## config.mk

```make
export PLATFORM = sky130hd
export DESIGN_NAME = aes_round_sequencer
export DESIGN_NICKNAME = d
export VERILOG_FILES = /design/src/rtl/aes_seq_pkg.sv /design/src/rtl/aes_round_sequencer_key_debouncer.sv /design/src/rtl/aes_round_sequencer.sv
export SDC_FILE = /design/constraint.sdc
export NUM_CORES = 1
export LEC_CHECK = 0
export CAP_MARGIN = 20
export CORE_MARGIN = 2
export CORE_UTILIZATION = 60
export CTS_CLUSTER_DIAMETER = 60
export DETAILED_ROUTE_END_ITERATION = 6
export DONT_BUFFER_PORTS = 1
export GPL_TIMING_DRIVEN = 0
export PLACE_DENSITY = 0.76
export RECOVER_POWER = 100
export SETUP_SLACK_MARGIN = 0.1
export SYNTH_ARGS = -nofsm -noshare
export SYNTH_HDL_FRONTEND = slang
export SYNTH_SLANG_ARGS = --single-unit
```

## constraint.sdc

```tcl
create_clock -name clk_i -period 2.4 [get_ports clk_i]
set_input_delay 0.36 -clock clk_i [delete_from_list [all_inputs] [get_ports clk_i]]
set_output_delay 0.36 -clock clk_i [all_outputs]
set_load 0.05 [all_outputs]
```

## src/rtl/aes_seq_pkg.sv

```systemverilog
// Shared definitions for the AES step-through round sequencer: phase
// encoding, per-key-size round counts and the selector decode.
package aes_seq_pkg;

    typedef enum logic [1:0] {
        PH_ENC  = 2'd0,
        PH_DEC  = 2'd1,
        PH_DONE = 2'd2
    } phase_e;

    localparam logic [3:0] NR_128 = 4'd10;
    localparam logic [3:0] NR_192 = 4'd12;
    localparam logic [3:0] NR_256 = 4'd14;

    // Highest global step index (AES-256: 2*14+1).
    localparam logic [4:0] MAX_ROUND = 5'd29;

    // Selector 3 is unused on the board and falls back to AES-128.
    function automatic logic [3:0] nr_for_sel(input logic [1:0] sel);
        logic [3:0] nr;
        case (sel)
            2'd1:    nr = NR_192;
            2'd2:    nr = NR_256;
            default: nr = NR_128;
        endcase
        return nr;
    endfunction

endpackage

```

## src/rtl/aes_round_sequencer_key_debouncer.sv

```systemverilog
// Push-button front end: 2-FF synchronizer, stability counter and a one-cycle
// pulse on each accepted press. Releases are debounced but never pulse.
module key_debouncer #(
    parameter int unsigned DEBOUNCE_CYCLES = 1000000,
    parameter bit          KEY_ACTIVE_LOW  = 1'b1
) (
    input  logic clk_i,
    input  logic rst_i,
    input  logic key_raw_i,
    output logic press_o
);

    localparam int unsigned CntW = (DEBOUNCE_CYCLES > 1) ? $clog2(DEBOUNCE_CYCLES) : 1;
    localparam logic [CntW-1:0] CntLast = CntW'(DEBOUNCE_CYCLES - 1);

    // Internal level convention: 1 = pressed, regardless of board polarity.
    logic key_norm;
    assign key_norm = KEY_ACTIVE_LOW ? ~key_raw_i : key_raw_i;

    logic            sync1_q, sync2_q;
    logic [CntW-1:0] cnt_q, cnt_d;
    logic            level_q, level_d;
    logic            press_q, press_d;

    // Count consecutive disagreeing samples; the last one flips the level.
    always_comb begin
        cnt_d   = '0;
        level_d = level_q;
        press_d = 1'b0;
        if (sync2_q != level_q) begin
            if (cnt_q == CntLast) begin
                level_d = sync2_q;
                press_d = sync2_q;
            end else begin
                cnt_d = cnt_q + CntW'(1);
            end
        end
    end

    // Synchronizer and debounce state; reset leaves the key "released".
    always_ff @(posedge clk_i) begin
        if (rst_i) begin
            sync1_q <= 1'b0;
            sync2_q <= 1'b0;
            cnt_q   <= '0;
            level_q <= 1'b0;
            press_q <= 1'b0;
        end else begin
            sync1_q <= key_norm;
            sync2_q <= sync1_q;
            cnt_q   <= cnt_d;
            level_q <= level_d;
            press_q <= press_d;
        end
    end

    assign press_o = press_q;

endmodule

```

## src/rtl/aes_round_sequencer.sv

```systemverilog
// Round sequencer for the step-through AES demo. Turns debounced key presses
// into steps and walks cipher rounds 0..Nr, decipher rounds 0..Nr, then DONE.
// Optional auto-stepping is compiled in with AES_ROUND_SEQ_AUTO_STEP_EN.
module aes_round_sequencer
    import aes_seq_pkg::*;
#(
    parameter int unsigned DEBOUNCE_CYCLES = 1000000,
    parameter bit          KEY_ACTIVE_LOW  = 1'b1,
    parameter int unsigned AUTO_PERIOD     = 50000000
) (
    input  logic       clk_i,
    input  logic       rst_i,
    input  logic       key_raw_i,
    input  logic [1:0] sel_i,
    input  logic       auto_run_i,
    output logic       step_o,
    output logic [4:0] round_o,
    output logic [3:0] enc_round_o,
    output logic [3:0] dec_round_o,
    output logic [1:0] phase_o,
    output logic [3:0] nr_o,
    output logic       done_o
);

    logic       btn_step;
    logic       step;
    logic [1:0] sel_q;
    logic [3:0] nr_cur;
    logic       restart;

    phase_e     phase_q, phase_d;
    logic [4:0] round_q, round_d;
    logic [3:0] enc_q, enc_d;
    logic [3:0] dec_q, dec_d;

    key_debouncer #(
        .DEBOUNCE_CYCLES (DEBOUNCE_CYCLES),
        .KEY_ACTIVE_LOW  (KEY_ACTIVE_LOW)
    ) u_key_debouncer (
        .clk_i     (clk_i),
        .rst_i     (rst_i),
        .key_raw_i (key_raw_i),
        .press_o   (btn_step)
    );

    assign nr_cur = nr_for_sel(sel_q);
    // Only a change of round count matters; sel 0 <-> 3 is not a restart.
    assign restart = (nr_for_sel(sel_i) != nr_cur);

`ifdef AES_ROUND_SEQ_AUTO_STEP_EN
    localparam int unsigned AutoW = (AUTO_PERIOD > 1) ? $clog2(AUTO_PERIOD) : 1;
    localparam logic [AutoW-1:0] AutoLast = AutoW'(AUTO_PERIOD - 1);

    logic [AutoW-1:0] auto_cnt_q, auto_cnt_d;
    logic             auto_tick_q, auto_tick_d;

    // Free-running period counter while auto_run is held; wrap emits a tick.
    always_comb begin
        auto_cnt_d  = '0;
        auto_tick_d = 1'b0;
        if (auto_run_i && !restart) begin
            if (auto_cnt_q == AutoLast) begin
                auto_tick_d = 1'b1;
            end else begin
                auto_cnt_d = auto_cnt_q + AutoW'(1);
            end
        end
    end

    // Auto-step counter state.
    always_ff @(posedge clk_i) begin
        if (rst_i) begin
            auto_cnt_q  <= '0;
            auto_tick_q <= 1'b0;
        end else begin
            auto_cnt_q  <= auto_cnt_d;
            auto_tick_q <= auto_tick_d;
        end
    end

    // A coincident button press and auto tick merge into one step.
    assign step = btn_step | auto_tick_q;
`else
    logic unused_auto_run;
    assign unused_auto_run = auto_run_i & (AUTO_PERIOD != 0);
    assign step = btn_step;
`endif

    // Phase/round next state; restart outranks a same-cycle step.
    always_comb begin
        phase_d = phase_q;
        round_d = round_q;
        enc_d   = enc_q;
        dec_d   = dec_q;
        if (restart) begin
            phase_d = PH_ENC;
            round_d = '0;
            enc_d   = '0;
            dec_d   = '0;
        end else if (step) begin
            case (phase_q)
                PH_ENC: begin
                    if (round_q < MAX_ROUND) begin
                        round_d = round_q + 5'd1;
                        if (round_q == {1'b0, nr_cur}) begin
                            phase_d = PH_DEC;
                            enc_d   = nr_cur;
                            dec_d   = '0;
                        end else begin
                            enc_d = enc_q + 4'd1;
                        end
                    end
                end
                PH_DEC: begin
                    if (dec_q == nr_cur) begin
                        phase_d = PH_DONE;
                    end else if (round_q < MAX_ROUND) begin
                        round_d = round_q + 5'd1;
                        dec_d   = dec_q + 4'd1;
                    end
                end
                PH_DONE: begin
                    phase_d = PH_DONE;
                end
                default: begin
                    phase_d = PH_ENC;
                    round_d = '0;
                    enc_d   = '0;
                    dec_d   = '0;
                end
            endcase
        end
    end

    // Sequencer state; sel is sampled every cycle, even in reset, so nr is valid.
    always_ff @(posedge clk_i) begin
        sel_q <= sel_i;
        if (rst_i) begin
            phase_q <= PH_ENC;
            round_q <= '0;
            enc_q   <= '0;
            dec_q   <= '0;
        end else begin
            phase_q <= phase_d;
            round_q <= round_d;
            enc_q   <= enc_d;
            dec_q   <= dec_d;
        end
    end

    assign step_o      = step;
    assign round_o     = round_q;
    assign enc_round_o = enc_q;
    assign dec_round_o = dec_q;
    assign phase_o     = phase_q;
    assign nr_o        = nr_cur;
    assign done_o      = (phase_q == PH_DONE);

endmodule

```

* Yosys cells after proc, flatten, opt, wreduce, memory -nomap -nowiden
Index checks and enable logic that the tools add are counted.
** Word-level totals
- Flip-flop bits (word level) :: 41
- Input bits :: 6
- Output and inout bits :: 21
** Cells by class
- Add/subtract/negate cells :: 4
- Magnitude comparators :: 1
- Equality and inequality tests :: 16
- Mux-type cells :: 17
- Bitwise gates (word level) :: 5
- Reduce and logical (&&, ||, !) cells :: 10
** Operators with widths (count)
- 4-bit 2-to-1 mux :: 6
- 20-bit by 1-bit adder with 20-bit output (second input constant) :: 1
- 20-bit == test (second input constant) :: 1
- 5-bit one-hot mux with 3 select lines :: 1
- 3-bit one-hot mux with 2 select lines :: 2
- 4-bit one-hot mux with 3 select lines :: 1
- 5-bit 2-to-1 mux :: 2
- 2-bit inequality test (second input constant) :: 5
- 4-bit by 1-bit adder with 4-bit output (second input constant) :: 2
- 4-bit one-hot mux with 2 select lines :: 1
- 2-bit by 1-bit == test with 1-bit output (second input constant) :: 3
- 2-bit == test (second input constant) :: 3
- 2-bit 2-to-1 mux :: 3
- 2-bit one-hot mux with 3 select lines :: 1
- 3-bit AND reduction :: 2
- 6-bit AND reduction :: 1
- 3-bit OR reduction :: 2
- 5-bit by 1-bit adder with 5-bit output (second input constant) :: 1
- 5-bit by 4-bit == test with 1-bit output :: 1
- 5-bit < comparator (second input constant) :: 1
- 1-bit NOT :: 5
- 4-bit == test :: 1
- 4-bit inequality test :: 1
- 4-bit AND reduction :: 1
- other kinds (4) :: 5

* Depth between registers and ports, before layout
Gate-level depths: netlist of the first run.
- Depth after elaboration :: 6
- Mapped depth :: 9
- Depth with buffers taken out :: 7

* Cells and area by module
Synthesis of the first run repeated with hierarchy kept, for this count alone.
** Second synthesis, totals
- Cells, all modules :: 241
- Area total of the unflattened synthesis :: 2072.0 µm²
** Modules (own cells, without submodules)
- key_debouncer :: times used 1, cells an instance 119, area an instance 1044.8 µm², seq. area each 480.5 µm²
- aes_round_sequencer :: times used 1, cells an instance 122, area an instance 1027.2 µm², seq. area each 340.3 µm²

* Worst setup path after synthesis of the first run
OpenSTA, ideal clock, no wires.
- Path kind :: register to register
- Start point :: register phase_q[0] (netlist: phase_o[0])
- End point :: register dec_q[3] (netlist: dec_round_o[3])
- Setup time :: 0.117 ns
- Arrival :: 2.041 ns
- Data required time :: 2.283 ns
- Setup slack :: 0.242 ns
- Stages on the path, launching flop included :: 7
- Clock period less this slack :: 2.158 ns
- Cells stage by stage :: dfxtp_1 > inv_1 > ha_1 > nor2b_1 > o21ai_2 > a211o_1 > a32o_1
** Between the ends
- Cells in the longest elaborated chain, start to end :: 3
- Elaborated cells on any way between the ends :: 10
- Those cells by class :: 6 x eq/ne; 1 x mux; 1 x bitwise; 2 x reduce/logical
** RTL lines
- from (decl) :: line aes_round_sequencer.sv:31 : phase_e phase_q, phase_d;
- from (signal assigned) :: line aes_round_sequencer.sv:144 : phase_q <= phase_d;
- 2-bit == test (*)
- via done_o :: line aes_round_sequencer.sv:22 : output logic done_o
- 1-bit NOT (no source line)
- 6-bit AND reduction (no source line)
- to (signal assigned) :: line aes_round_sequencer.sv:142 : dec_q <= '0;
- to (signal assigned) :: line aes_round_sequencer.sv:147 : dec_q <= dec_d;
- to (decl) :: line aes_round_sequencer.sv:34 : logic [3:0] dec_q, dec_d;
Mark *: on every way through the listed nets, which the timed path passes. The rest lies on a longest branch.
A chain may end at the register's enable or synchronous reset.

* Worst setup path in the final report of the first run
- Start point :: register sel_q[1]
- End point :: register dec_q[2] (netlist: dec_round_o[2])
** Between the ends
- Cells in the longest elaborated chain, start to end :: 5
- Elaborated cells on any way between the ends :: 10
- Those cells by class :: 7 x eq/ne; 1 x mux; 2 x reduce/logical
** RTL lines
- from (decl) :: line aes_round_sequencer.sv:27 : logic [1:0] sel_q;
- from (signal assigned) :: line aes_round_sequencer.sv:137 : sel_q <= sel_i;
- 2-bit == test or 2-bit by 1-bit == test with 1-bit output (tied branches) :: line aes_seq_pkg.sv:21 : case (sel)
- 3-bit one-hot mux with 2 select lines (*) :: line aes_seq_pkg.sv:21
- 5-bit by 4-bit == test with 1-bit output or 4-bit == test (tied branches) :: line aes_round_sequencer.sv:105, aes_round_sequencer.sv:115
- 2-bit inequality test (no source line)
- 6-bit AND reduction (no source line)
Every way passes the cells marked *; elsewhere a longest branch is shown, timed or not.

==> flow_results.org, run 1 <==
** Outcome
- Status :: complete, no violations

** Final layout
- From synthesis to final layout, the design area changed by 6.74%.
- Share of post-route cells with drive strength above 1 :: 0.0943
- Number of nets in the final layout :: ~260
- Fill cells in the final layout number ~280.
- The repair_antennas step left the layout with diodes totalling 0.

** Timing
- Final hold vios :: 0
- Hold timing on the final database bottoms out at a slack of between 0.04 and 0.05 ns.
- Minimum clock period after layout :: between 2 and 2.5 ns
- The worst path meets setup with about 0.19 ns of slack.
- Worst-margin pin slew :: roughly 0.77 ns
- Headroom to the max-slew limit came out at 0.488.
- For the final routed database, the setup TNS stands at 0 ns.
- Setup repair after global routing left no endpoint under its margin.
- Setup violations remaining at the end of the flow were counted as 0.
- Clock tree skew after final layout :: roughly 0.012 ns
- Max-slew violation total from the final report :: 0
- Dividing the final minimum period by the clock period gives 0.920.
- Timing would allow up to ~450 MHz.

** Logic synthesis
- Number of storage elements in the synthesis netlist :: 41
- Part of the Yosys area used for sequential elements :: 0.395
- EDFF count, synth :: 0
- Number of unique standard cell types used by synthesis :: 44
- The cell count after synthesis came out at approximately 230.
- Proportion of synthesized flip-flops having asynchronous set or reset :: 0
- The synthesized netlist occupies a cell area of 0.00208 sq mm.
- Counting instances in the post-synthesis netlist gives the leading cell types as dfxtp_1, nor2_1, nand3_1.
- Top cells by area in the synthesized netlist :: dfxtp_1, nor2_1, xor2_1
- Synth top area share :: 0.395
- When the netlist entered floorplanning its net count stood at between 200 and 250.
- Dividing the synthesized area by the synthesized cell count gives between 8 and 9 sq um.
- In the post-synthesis netlist, the cell with the most instances is dfxtp_1.
- Primary flip-flop cell chosen by synthesis mapping :: dfxtp_1
- Largest area contributor in the netlist :: dfxtp_1
- Count of warnings emitted by yosys :: 0

** CTS
- Clock-pin transition on the worst setup and hold timing paths :: 0.12 ns
- Cell at the root of the clock tree :: clkbuf_4
- The tree built by TritonCTS fans out to between 40 and 50 sinks.
- The number of clock buffers added by TritonCTS is 5.
- Total number of H-tree levels :: 2
- Deepest clock path buffer count :: 2
- The clock reaches the later pin of the worst-skew pair after approximately 0.36 ns.
- TritonCTS clock tree :: done

** Place
- Routability-driven placement finished with a final weighted congestion of approximately 0.83.
- During placement, the flow inserted port buffers numbering 0.
- Placed wire-length estimate after detailed placement :: ~2900 microns
- Post-placement setup slack :: -0.000473 ns

** Drt
- The final layout contains routed wiring with a total length of approximately 3900 microns.
- In the final routed layout, each cell accounts on average for ~13 microns.
- Count of routing violations after the opening detailed-route iteration :: around 120
- Total DRC errors in the routed layout :: 0
- The routed layout has around 1.6k vias.
- In the routed layout, each cell is associated on average with a via count of about 5.7.
- Once detail routing completed, the nets flagged for antenna violations numbered 0.
- The first TritonRoute pass finished after 4 iterations.

** Worst setup path
- Max Fanout on Critical Path :: 6
- Origin of the critical flop-to-flop path :: sel_q[1]$_DFF_P_
- The slowest stage of the critical path is the dfxtp_1 cell.
- Ordered cell list for the critical path :: inv_1 > ha_1 > clkbuf_1 > xor2_2 > nand4_4 > and2_4 > a211o_1 > a32o_1
- In this run the number of cells on the critical path is 8.
- The critical path is of the reg -> reg type.
- Critical Path Source Type :: flop
- The endpoint identified for the worst register-to-register timing path is dec_round_o[2]$_SDFFE_PP0P_.
- For the worst setup path, the data arrival time is 2.47 ns.
- Buffers plus inverters on the worst setup path :: 2
- Internal reg-to-reg setup slack :: slightly below 0.2 ns
- Worst setup EP type :: flop
- CP Launch Point :: sel_q[1]$_DFF_P_
- Measured in cells, the most critical reg-to-reg path has a length of 8.
- Peak per-stage delay on the critical path :: roughly 0.33 ns
- Required arrival time at the worst endpoint :: 2.66 ns
- Critical path's top delay family :: compound AO/OA/AOI/OAI gates

** Power
- IR drop worst, VDD :: 0.402 mV
- Total power for the finished layout comes to between 1 and 1.5 mW.
- Static Leakage :: 0.778 nW
- PD cells :: between 500 and 600 mW/mm^2

** Floorplan
- Rows :: 21
- Width of the chip :: ~63 microns
- Floorplan die height :: about 63 microns
- The core region is approximately 0.0033 sq mm.
- Total die area :: 0.00395 sq mm
- For this design the top-level I/O count stands at 27.
- Starting density of the core :: 0.623

** Hold path
- Counting instances, the worst hold path has a depth of 1.
- The tightest min-delay check is of the in -> reg type.
- In this run the most critical hold path is launched from key_raw_i.
- The path with the worst hold slack has its endpoint at u_key_debouncer.sync1_q$_SDFF_PP0_.

** GRT
- Aggregate global routing overflow :: 0
- In the global route stage, overall resource usage came out at 0.220.
- Number of global-route vias before repair :: approximately 1.6k
- The initial antenna violation count was 0.
- Entering global routing, the biggest net connects 15 pins.
- Wire length of the first global-routing pass :: just under 7000 microns

** Flow run
- The tool flagged a number of max-cap violations equal to 0.
-- flip-flops by register name, indices dropped and copies added, names as in the netlist --
register	count
phase_o	2
u_key_debouncer.press_o	1
u_key_debouncer.cnt_q	20
dec_round_o	4
u_key_debouncer.level_q	1
round_o	5
u_key_debouncer.sync1_q	1
sel_q	2
enc_round_o	4
u_key_debouncer.sync2_q	1
-- metal layers --
metal	global-route usage	part of all wire	up-vias
met5	0	0	-
met4	0.106	0.019	0
met2	0.318	0.42	44
li1	-	-	842
met1	0.303	0.51	756
met3	0.0595	0.060	6
-- final cells by class --
class,instances,area (sq um),area share
tap,46,57.6,0.0259
clock inverter,3,22.5,0.0101
buffer,8,40.0,0.0180
sequential,41,822,0.370
multi-input combinational,171,1170,0.526
clock buffer,5,37.5,0.0169
timing repair buffer,2,20.0,0.00902
inverter,14,52.6,0.0237
-- worst reg2reg max path: cells and delay by family (launching register included) --
family | cells | cell delay [ns]
AO/OA/AOI/OAI | 2 | 0.52
XOR/XNOR | 1 | 0.27
adder cells (fa/ha/maj) | 1 | 0.25
buffers and inverters | 2 | 0.33
flip-flops | 1 | 0.33
AND/OR/NAND/NOR | 2 | 0.42
-- cells in the final DEF, fill, tap and decap left out, types with 2 or more instances in the layout --
cell	count
a21oi_1	5
and4_1	3
buf_2	2
dfxtp_1	40
xnor2_1	11
conb_1	2
clkbuf_1	4
clkbuf_4	5
xor2_1	13
o21ai_0	3
o211ai_1	6
nor2_1	33
nand4_1	3
nor4_1	3
and3_1	4
nor3_1	5
ha_1	9
nand2_1	10
a211o_1	3
nor2b_1	5
dlygate4sd3_1	2
or3_1	3
a32o_1	2
o221a_2	2
nor4b_1	3
inv_1	14
nand3_1	19
clkinv_4	2
a31oi_1	3
o41ai_1	2
buf_4	2
mux2i_1	3
-- power by group --
part | switching [mW] | internal, mW | total (mW)
logic | 0.0515 | 0.0189 | 0.0704
clock network | 0.242 | 0.116 | 0.358
registers | 0.00192 | 0.684 | 0.686
total | 0.295 | 0.819 | 1.11
-- worst max path at each step --
stage,endpoint
final,dec_round_o[2]$_SDFFE_PP0P_
after global routing,dec_round_o[0]$_SDFFE_PP0P_
after CTS,round_o[3]$_SDFFE_PP0P_
after detailed placement,round_o[3]$_SDFFE_PP0P_
after global placement,round_o[4]$_SDFFE_PP0P_
after floorplan,dec_round_o[3]$_SDFFE_PP0P_
-- metrics by stage --
stage | utilization | cells | area (sq um)
4_1_cts | 0.665 | 290 | 2220
2_1_floorplan | - | 234 | 2080
5_1_grt | 0.665 | 290 | 2220
3_3_place_gp | 0.640 | 280 | 2140
6_report | 0.665 | 290 | 2220
3_5_place_dp | 0.640 | 280 | 2140
-- cell families after synthesis --
kind of cell | count (synthesis) | share of synthesized area
other cells | 2 | 0.00361
simple gates | 99 | 0.252
mux | 3 | 0.0144
xor+xnor | 25 | 0.109
buf+inv | 22 | 0.0463
fa+ha+maj | 9 | 0.0542
compound gates | 33 | 0.126
flops | 41 | 0.395
-- timing repair --
item | 4_1_cts | 5_1_grt
gates resized for setup | 1 | 3
endpoints found under the setup margin | 6 | 9
hold endpoints to repair | 2 | 0
buffers inserted | 0 | 0
hold buffers | 2 | 0
(Power assumes the default switching activity.)
==> run 2: changes to the inputs <==
--- a/config.mk
+++ b/config.mk
@@ -7,12 +7,12 @@
 export LEC_CHECK = 0
 export CAP_MARGIN = 20
 export CORE_MARGIN = 2
-export CORE_UTILIZATION = 60
+export CORE_UTILIZATION = 56
 export CTS_CLUSTER_DIAMETER = 60
 export DETAILED_ROUTE_END_ITERATION = 6
 export DONT_BUFFER_PORTS = 1
 export GPL_TIMING_DRIVEN = 0
-export PLACE_DENSITY = 0.76
+export PLACE_DENSITY = 0.74
 export RECOVER_POWER = 100
 export SETUP_SLACK_MARGIN = 0.1
 export SYNTH_ARGS = -nofsm -noshare
==> constraint.sdc (replaced) <==
create_clock -name clk_i -period 1.88 [get_ports clk_i]
set_input_delay 0.282 -clock clk_i [delete_from_list [all_inputs] [get_ports clk_i]]
set_output_delay 0.282 -clock clk_i [all_outputs]
set_load 0.05 [all_outputs]
==> run 2 against run 1 <==
  * Die area up 6.7%
  * Largest cell class unchanged
  * Count of clock-buffer cells in the layout up 1
  * Global-route usage about the same
  * Largest power group unchanged
  * Maximum frequency up 20%
  * Critical endpoint unchanged
  * Wire length up 11%
  * Register-to-register slack worse by 0.15 ns
  * Sequential power up 27%
==> flow_results.org, run 2 (synthesis gave the netlist of run 1 again) <==
** Floorplan
- Width of the chip :: ~65 microns
- The die is around 65 microns tall.
- Floorplan core area :: roughly 0.0036 sq mm
- Starting density of the core :: 0.577
- Total die area :: roughly 0.0042 sq mm
- Num ports :: 27
- The floorplan has 22 rows.

** Timing
- RSZ-0062 raised after global routing :: true
- Worst-margin pin slew :: a little over 0.6 ns
- The clock period could shrink to 1.84 ns.
- Measured against its own limit, the worst slew margin works out to 0.585.
- Max-slew violation total from the final report :: 0
- The final count of hold timing violations was 0.
- Final worst-path cycle share :: 0.980
- Clock tree skew after final layout :: ~0.01 ns
- Setup violations remaining at the end of the flow were counted as 0.
- For this run, the top clock speed supported by timing is 543 MHz.

** Drt
- 1st-pass router iterations :: 4
- After detailed routing, the average wire length per cell comes to between 10 and 15 microns.
- Number of nets with antenna violations after detailed routing :: 0
- After the first detailed-routing iteration, the DRC count stood at 101.
- After detailed routing, the number of vias per cell comes to 5.61.
- Detailed-route wire length :: 4350 microns
- Detailed-route via count :: approximately 1.7k
- For this run, design rule violations remaining after detail routing come to 0.

** Worst setup path
- Together, buffers and inverters on the worst path number 3.
- The worst register-to-register path begins at sel_q[1]$_DFF_P_.
- On the worst path, the slowest cell contributes a delay of 0.36 ns.
- At the worst endpoint, the required time is between 2 and 2.5 ns.
- R2R Path End :: dec_round_o[2]$_SDFFE_PP0P_
- In this design, the largest share of critical-path delay is due to simple AND/OR/NAND/NOR gates.
- STA classifies the critical path endpoint as a flop.
- Critical Path Source Type :: flop
- Path type of the worst setup path :: reg -> reg
- Ordered cell list for the critical path :: inv_2 > ha_4 > buf_8 > xor2_2 > or3_1 > buf_6 > nor3_4 > and3_4 > a32o_1
- Data arrival time of the critical path :: roughly 2.1 ns
- For the worst flop-to-flop path, the logic depth is 9.
- Of all nets on the critical path, the largest fanout is 6.
- The slowest stage of the critical path is the or3_1 cell.
- In this run the register-to-register setup slack is about 0.038 ns.

** CTS
- Clock latency reported for the late side of the worst-skew pair :: around 0.30 ns
- TritonCTS built the clock tree.
- The tree is rooted in a clkbuf_8.
- The H-tree generated during clock tree synthesis spans 2 levels.
- Deepest clock path buffer count :: 2
- Clock-pin transition on the worst setup and hold timing paths :: 0.08 ns
- The tree built by TritonCTS fans out to 41 sinks.
- Total CTS buffers :: 5

** GRT
- For this run, the total global-route usage over all layers was measured as 0.220.
- The first global-routing pass estimated a little over 7000 microns of wire.
- Initial antenna violation count :: 0
- Number of global-route vias before repair :: approximately 1.6k
- After global routing the overflow that remains totals 0.
- Largest net degree at the start of global routing :: 14

** Power
- IR drop worst, VDD :: a little under 0.7 mV
- The analysis attributes to cell leakage a power of 0.878 nW.
- Sum of internal, switching and leakage power :: between 1.5 and 2 mW
- In this run the power density over the cells is around 680 mW/mm^2.

** Final layout
- The finished layout holds 304 standard cells, fillers aside.
- In the final design database the tool counted 270 nets.
- Share of post-route cells with drive strength above 1 :: 0.289
- Largest register by flop count :: u_key_debouncer.cnt_q
- N_diodes :: 0
- Compared with the post-synthesis result, the final layout area differs by 23.9%.
- For this run, the share of the core covered by cells in the final layout is 0.715.
- Leaving out fill and tap cells, the most frequent cell in the layout is nor2_1.
- Max FFs per register :: 20
- Most frequent cells in the layout :: nor2_1, dfxtp_1, nand3_1

** Place
- In this run, placement finished with an instance count of roughly 280.
- The count of buffers added on input and output ports is 0.
- At the end of routability-driven placement, the weighted congestion stood at between 0.8 and 0.9.
- Placed wire-length estimate after detailed placement :: ~2700 microns

** Flow run
- Number of maximum-capacitance violations :: 0

** Hold path
- In this run the most critical hold path is launched from rst_i.
- Hold Crit Depth :: 1
- Hold path endpoint :: u_key_debouncer.level_q$_SDFFE_PP0P_
- The tightest min-delay check is of the in -> reg type.

** Outcome
- The run finished with clean final reports.
==> run 2: worst max-delay path by stage <==
stage                      from  depth (start not counted)  slack (ns)                     endpoint
6_report       sel_q[1]$_DFF_P_                          9        0.04  dec_round_o[2]$_SDFFE_PP0P_
5_1_grt        sel_q[1]$_DFF_P_                          9       -0.07      round_o[4]$_SDFFE_PP0P_
4_1_cts        sel_q[1]$_DFF_P_                          8        0.05  dec_round_o[2]$_SDFFE_PP0P_
3_5_place_dp   sel_q[1]$_DFF_P_                          8       -0.30  dec_round_o[0]$_SDFFE_PP0P_
3_3_place_gp   sel_q[1]$_DFF_P_                          8       -0.28      round_o[3]$_SDFFE_PP0P_
2_1_floorplan  sel_q[1]$_DFF_P_                          9        0.02  dec_round_o[2]$_SDFFE_PP0P_
==> run 2: final cells by class <==
cell class              count  area, sq um
fillers                   273         1030
plain buffers               7         58.8
inverters                  14         52.6
multi-input cells         171         1310
clock buffers               6         82.6
repair buffers             15          118
flip-flops and latches     41          855
well taps                  48         60.1
clock inverters             2         37.5
==> run 2: stage by stage <==
| stage | hold slack [ns] | setup TNS (ns) | instance area [sq um] | worst slack [ns] |
|---|---|---|---|---|
| 2_1_floorplan | 0.310 | 0 | 2110 | 0.0198 |
| 3_3_place_gp | 0.310 | -2.70 | 2170 | -0.276 |
| 3_5_place_dp | 0.310 | -3.02 | 2170 | -0.304 |
| 4_1_cts | 0.0339 | 0 | 2460 | 0.0460 |
| 5_1_grt | 0.0296 | -0.216 | 2580 | -0.0651 |
| 6_report | 0.0404 | 0 | 2580 | 0.0384 |
==> run 2: what timing repair did <==
item | CTS | global route
buffers inserted | 10 | 3
gates resized for setup | 20 | 30
pin swaps | 8 | 7
hold buffers | 2 | 0
setup endpoints to repair | 34 | 32
endpoints found under the hold margin | 2 | 0
==> run 2: layer usage <==
metal / vias up / global-route usage / wire (microns)
met5: - / 0 / 0
met4: 0 / 0.101 / 76
met3: 8 / 0.0538 / 232
met2: 43 / 0.316 / 1890
met1: 787 / 0.308 / 2150
li1: 868 / - / -
==> run 2: where the power goes <==
part	internal, mW	total, mW	switching (mW)	leakage [nW]
clock network	0.432	0.747	0.315	0.0574
logic	0.0604	0.142	0.0820	0.481
registers	0.864	0.868	0.00335	0.340
==> run 3: changes to the inputs <==
--- a/config.mk
+++ b/config.mk
@@ -5,14 +5,15 @@
 export SDC_FILE = /design/constraint.sdc
 export NUM_CORES = 1
 export LEC_CHECK = 0
+export ABC_AREA = 1
 export CAP_MARGIN = 20
 export CORE_MARGIN = 2
-export CORE_UTILIZATION = 56
+export CORE_UTILIZATION = 57
 export CTS_CLUSTER_DIAMETER = 60
 export DETAILED_ROUTE_END_ITERATION = 6
 export DONT_BUFFER_PORTS = 1
 export GPL_TIMING_DRIVEN = 0
-export PLACE_DENSITY = 0.74
+export PLACE_DENSITY = 0.75
 export RECOVER_POWER = 100
 export SETUP_SLACK_MARGIN = 0.1
 export SYNTH_ARGS = -nofsm -noshare
==> constraint.sdc (replaced) <==
create_clock -name clk_i -period 1.88 [get_ports clk_i]
set_input_delay 0.094 -clock clk_i [delete_from_list [all_inputs] [get_ports clk_i]]
set_output_delay 0.094 -clock clk_i [all_outputs]
set_load 0.05 [all_outputs]
==> run 3 against run 2 <==
  * Flip-flop and latch count is the same
  * Count of clock-buffer cells in the layout is 1 lower
  * Cell count is 34% higher
  * Largest cell class unchanged
  * Largest power group unchanged
  * Highest routed layer unchanged
==> flow_results.org, run 3 <==
** Logic synthesis
- After synthesis, the largest family of logic cells by area is simple AND/OR/NAND/NOR gates.
- Xor and xnor fraction of the mapped netlist area :: 0.0321
- Cell with the most instances after synthesis :: nand2_1
- Number of unique standard cell types used by synthesis :: 34
- Post-synthesis share of cell area spent on and, or, nand and nor gates :: 0.400
- Nets in the synthesized netlist :: 357
- The most used flip-flop cell after synthesis is dfxtp_1.
- For this run, the register share of the synthesized area comes to 0.335.
- Mux cell area share after synthesis :: 0
- The fraction of the mapped netlist area in compound gates is 0.0760.
- Number of storage elements in the synthesis netlist :: a little over 40
- For this run, the number of Yosys warnings is 0.
- Cell area after technology mapping :: between 0.002 and 0.0025 sq mm
- Proportion of synthesized flip-flops having asynchronous set or reset :: 0
- Synth top cells by count :: nand2_1, nor2_1, inv_1
- EDFF count, synth :: 0
- The average instance in the mapped netlist occupies between 7 and 8 sq um.
- Ranked by total cell area, the synthesized netlist is headed by dfxtp_1, nand2_1, nor2_1.
- Largest area contributor in the netlist :: dfxtp_1
- Of the post-synthesis cell area, the dominant cell type holds 0.335.
- Of the total synthesized cell area, the portion taken by full adders, half adders and majority gates is 0.0459.
- Post-synthesis instance total :: between 300 and 400

** CTS
- Clk sink count :: between 40 and 50
- Clock-pin slew was measured on the worst setup and hold paths at 0.07 ns.
- TritonCTS clock tree :: done
- In this run the number of H-tree levels came out at 2.
- The number of clock buffers added by TritonCTS is 5.
- Deepest clock path buffer count :: 2
- At the later pin of the worst-skew pair, clock insertion delay measures slightly below 0.3 ns.
- Cell at the root of the clock tree :: clkbuf_8

** Final layout
- The net count of the finished layout is between 300 and 400.
- Most frequent cells in the layout :: nand2_1, nor2_1, inv_1
- End-of-flow core utilization :: 0.654
- Commonest non-fill, non-tap cell in the layout :: nand2_1
- Ranked by flip-flop count, first place goes to u_key_debouncer.cnt_q.
- The register with the most flip-flops in the layout has 20 of them.
- In the final layout, the share of cells above drive strength 1 is 0.185.
- Number of fill cells in the layout :: ~400
- Area Growth Syn to Fin :: 8.11%
- N_diodes :: 0

** Floorplan
- Floorplan die height :: 69.6 microns
- Total die area :: roughly 0.0048 sq mm
- For this configuration, the core starts out at a cell density of 0.605.
- Width of the chip :: roughly 70 microns
- Num ports :: 27
- In this run the standard cell core region covers about 0.0041 sq mm.
- In this run the core area contains 23 standard-cell rows.

** Drt
- The final route contains approximately 2.1k vias.
- Dividing the detail-routed via count by the number of cells gives between 5 and 6.
- Avg WL per Cell :: between 10 and 15 microns
- Count of routing violations after the opening detailed-route iteration :: 97
- Detailed-route wire length :: between 4000 and 5000 microns
- Wire length on met3 :: about 160 microns
- Number of nets with antenna violations after detailed routing :: 0
- For this block, wires on met1 add up to between 2000 and 2500 microns.
- The first detailed-routing pass ran for 4 iterations.
- The routed design uses between 2000 and 3000 microns of met2 wire.
- In this run the top signal layer used is met4.
- Total DRC errors in the routed layout :: 0

** Timing
- Total Neg Setup Slack :: 0 ns
- Max-slew violation total from the final report :: 0
- Worst-margin pin slew :: just under 0.7 ns
- Clock tree skew after final layout :: between 0.01 and 0.015 ns
- Slew Limit Headroom :: 0.543
- Final hold vios :: 0
- The worst path needs roughly 1.7 ns of the cycle, external delays included.
- Setup-violating endpoint count in the final report :: 0
- Based on the critical path, the design can be clocked at up to about 600 MHz.
- Of the available clock period, the critical path in the final layout requires 0.888.
- Setup repair after global routing could not meet its margin everywhere.

** Power
- IR drop worst, VDD :: between 0.4 and 0.5 mV
- Power comes to approximately 1.5 mW.
- Static Leakage :: around 1.0 nW
- In this run the power density over the cells is around 570 mW/mm^2.

** Flow run
- Across the run, the number of max-cap violations was 0.

** Worst setup path
- Along the worst path, the maximum fanout reaches 7.
- The critical path goes through inv_1 > nand2_1 > nand3_1 > nand2_1 > inv_2 > nand2_4 > inv_2 > nor2_1 > nor2_1.
- STA puts the critical path data required time at ~2.1 ns.
- Critical Path Source Type :: flop
- STA puts the critical path data arrival time at 1.85 ns.
- Worst setup EP type :: flop
- Peak per-stage delay on the critical path :: about 0.76 ns
- The setup check on the worst reg-to-reg path leaves a slack of about 0.21 ns.
- Buffers plus inverters on the worst setup path :: 3
- Path type of the worst setup path :: reg -> reg
- For this design, the slowest cell found on the critical path is dfxtp_1.
- Critical path's top delay family :: flip-flops

** Place
- The wire-length estimate of the detail-placed layout is about 3600 microns.
- Final Wtd Congestion :: 0.889
- Port buffer count :: 0

** GRT
- Initial antenna violation count :: 0
- Global routing finished with a remaining overflow of 0.
- Largest net degree at the start of global routing :: 12
- The first global-routing pass estimated 8710 microns of wire.
- Total routing resource utilization after global routing :: 0.221
- Number of global-route vias before repair :: 2010

** Hold path
- HP Class :: in -> reg

** Outcome
- Status :: complete, no violations
[run 3: path summary, 6_finish.rpt]
kind / startpoint / cells past startpoint / endpoint
min reg2reg: u_key_debouncer.sync1_q$_SDFF_PP0_ / 2 / u_key_debouncer.sync2_q$_SDFF_PP0_
max reg2reg: round_o[0]$_SDFFE_PP0P_ / 9 / round_o[1]$_SDFFE_PP0P_
max: round_o[0]$_SDFFE_PP0P_ / 9 / round_o[1]$_SDFFE_PP0P_
min: rst_i / 2 / enc_round_o[1]$_SDFFE_PP0P_
[run 3: area by class of cell]
| type | instances | area (sq um) | share of cell area |
|---|---|---|---|
| clock buffer | 5 | 68.8 | 0.0259 |
| timing repair buffer | 8 | 72.6 | 0.0274 |
| sequential | 41 | 840 | 0.317 |
| clock inverter | 1 | 5.00 | 0.00189 |
| inverter | 51 | 201 | 0.0759 |
| multi-input combinational | 244 | 1330 | 0.501 |
| buffer | 6 | 73.8 | 0.0278 |
| tap | 50 | 62.6 | 0.0236 |
[run 3: power breakdown]
group | total [mW] | leakage [nW] | switching (mW) | internal [mW]
Clock | 0.534 | 0.0399 | 0.290 | 0.244
Sequential | 0.872 | 0.337 | 0.00363 | 0.868
Combinational | 0.111 | 0.662 | 0.0709 | 0.0401
[run 3: cell families after synthesis]
| logic type | Yosys count |
|---|---|
| compound gates | 29 |
| flops | 41 |
| simple gates | 195 |
| buf+inv | 57 |
| fa+ha+maj | 9 |
| other cells | 2 |
| xor+xnor | 9 |
[run 3: timing repair]
item / 4_1_cts / 5_1_grt
gates resized for setup: 5 / 19
pin swaps: 0 / 1
gates cloned: 0 / 0
setup buffers: 0 / 3
setup endpoints to repair: 10 / 15
hold buffers: 5 / 0
hold endpoints to repair: 6 / 0
[run 3: per-layer routing]
layer	track usage	vias up
li1	-	1103
met1	0.250	930
met2	0.404	36
met3	0.0494	9
met4	0.0791	0
met5	0	-
[run 3: through the flow]
step | cell area [sq um] | instances | hold WS [ns] | setup WS [ns]
3_5_place_dp | 2520 | 392 | 0.122 | 0.0261
2_1_floorplan | 2460 | 342 | 0.122 | 0.257
3_3_place_gp | 2520 | 392 | 0.122 | 0.0440
6_report | 2650 | 406 | 0.0168 | 0.210
5_1_grt | 2650 | 406 | 0.0226 | 0.0485
4_1_cts | 2660 | 403 | 0.00416 | 0.102
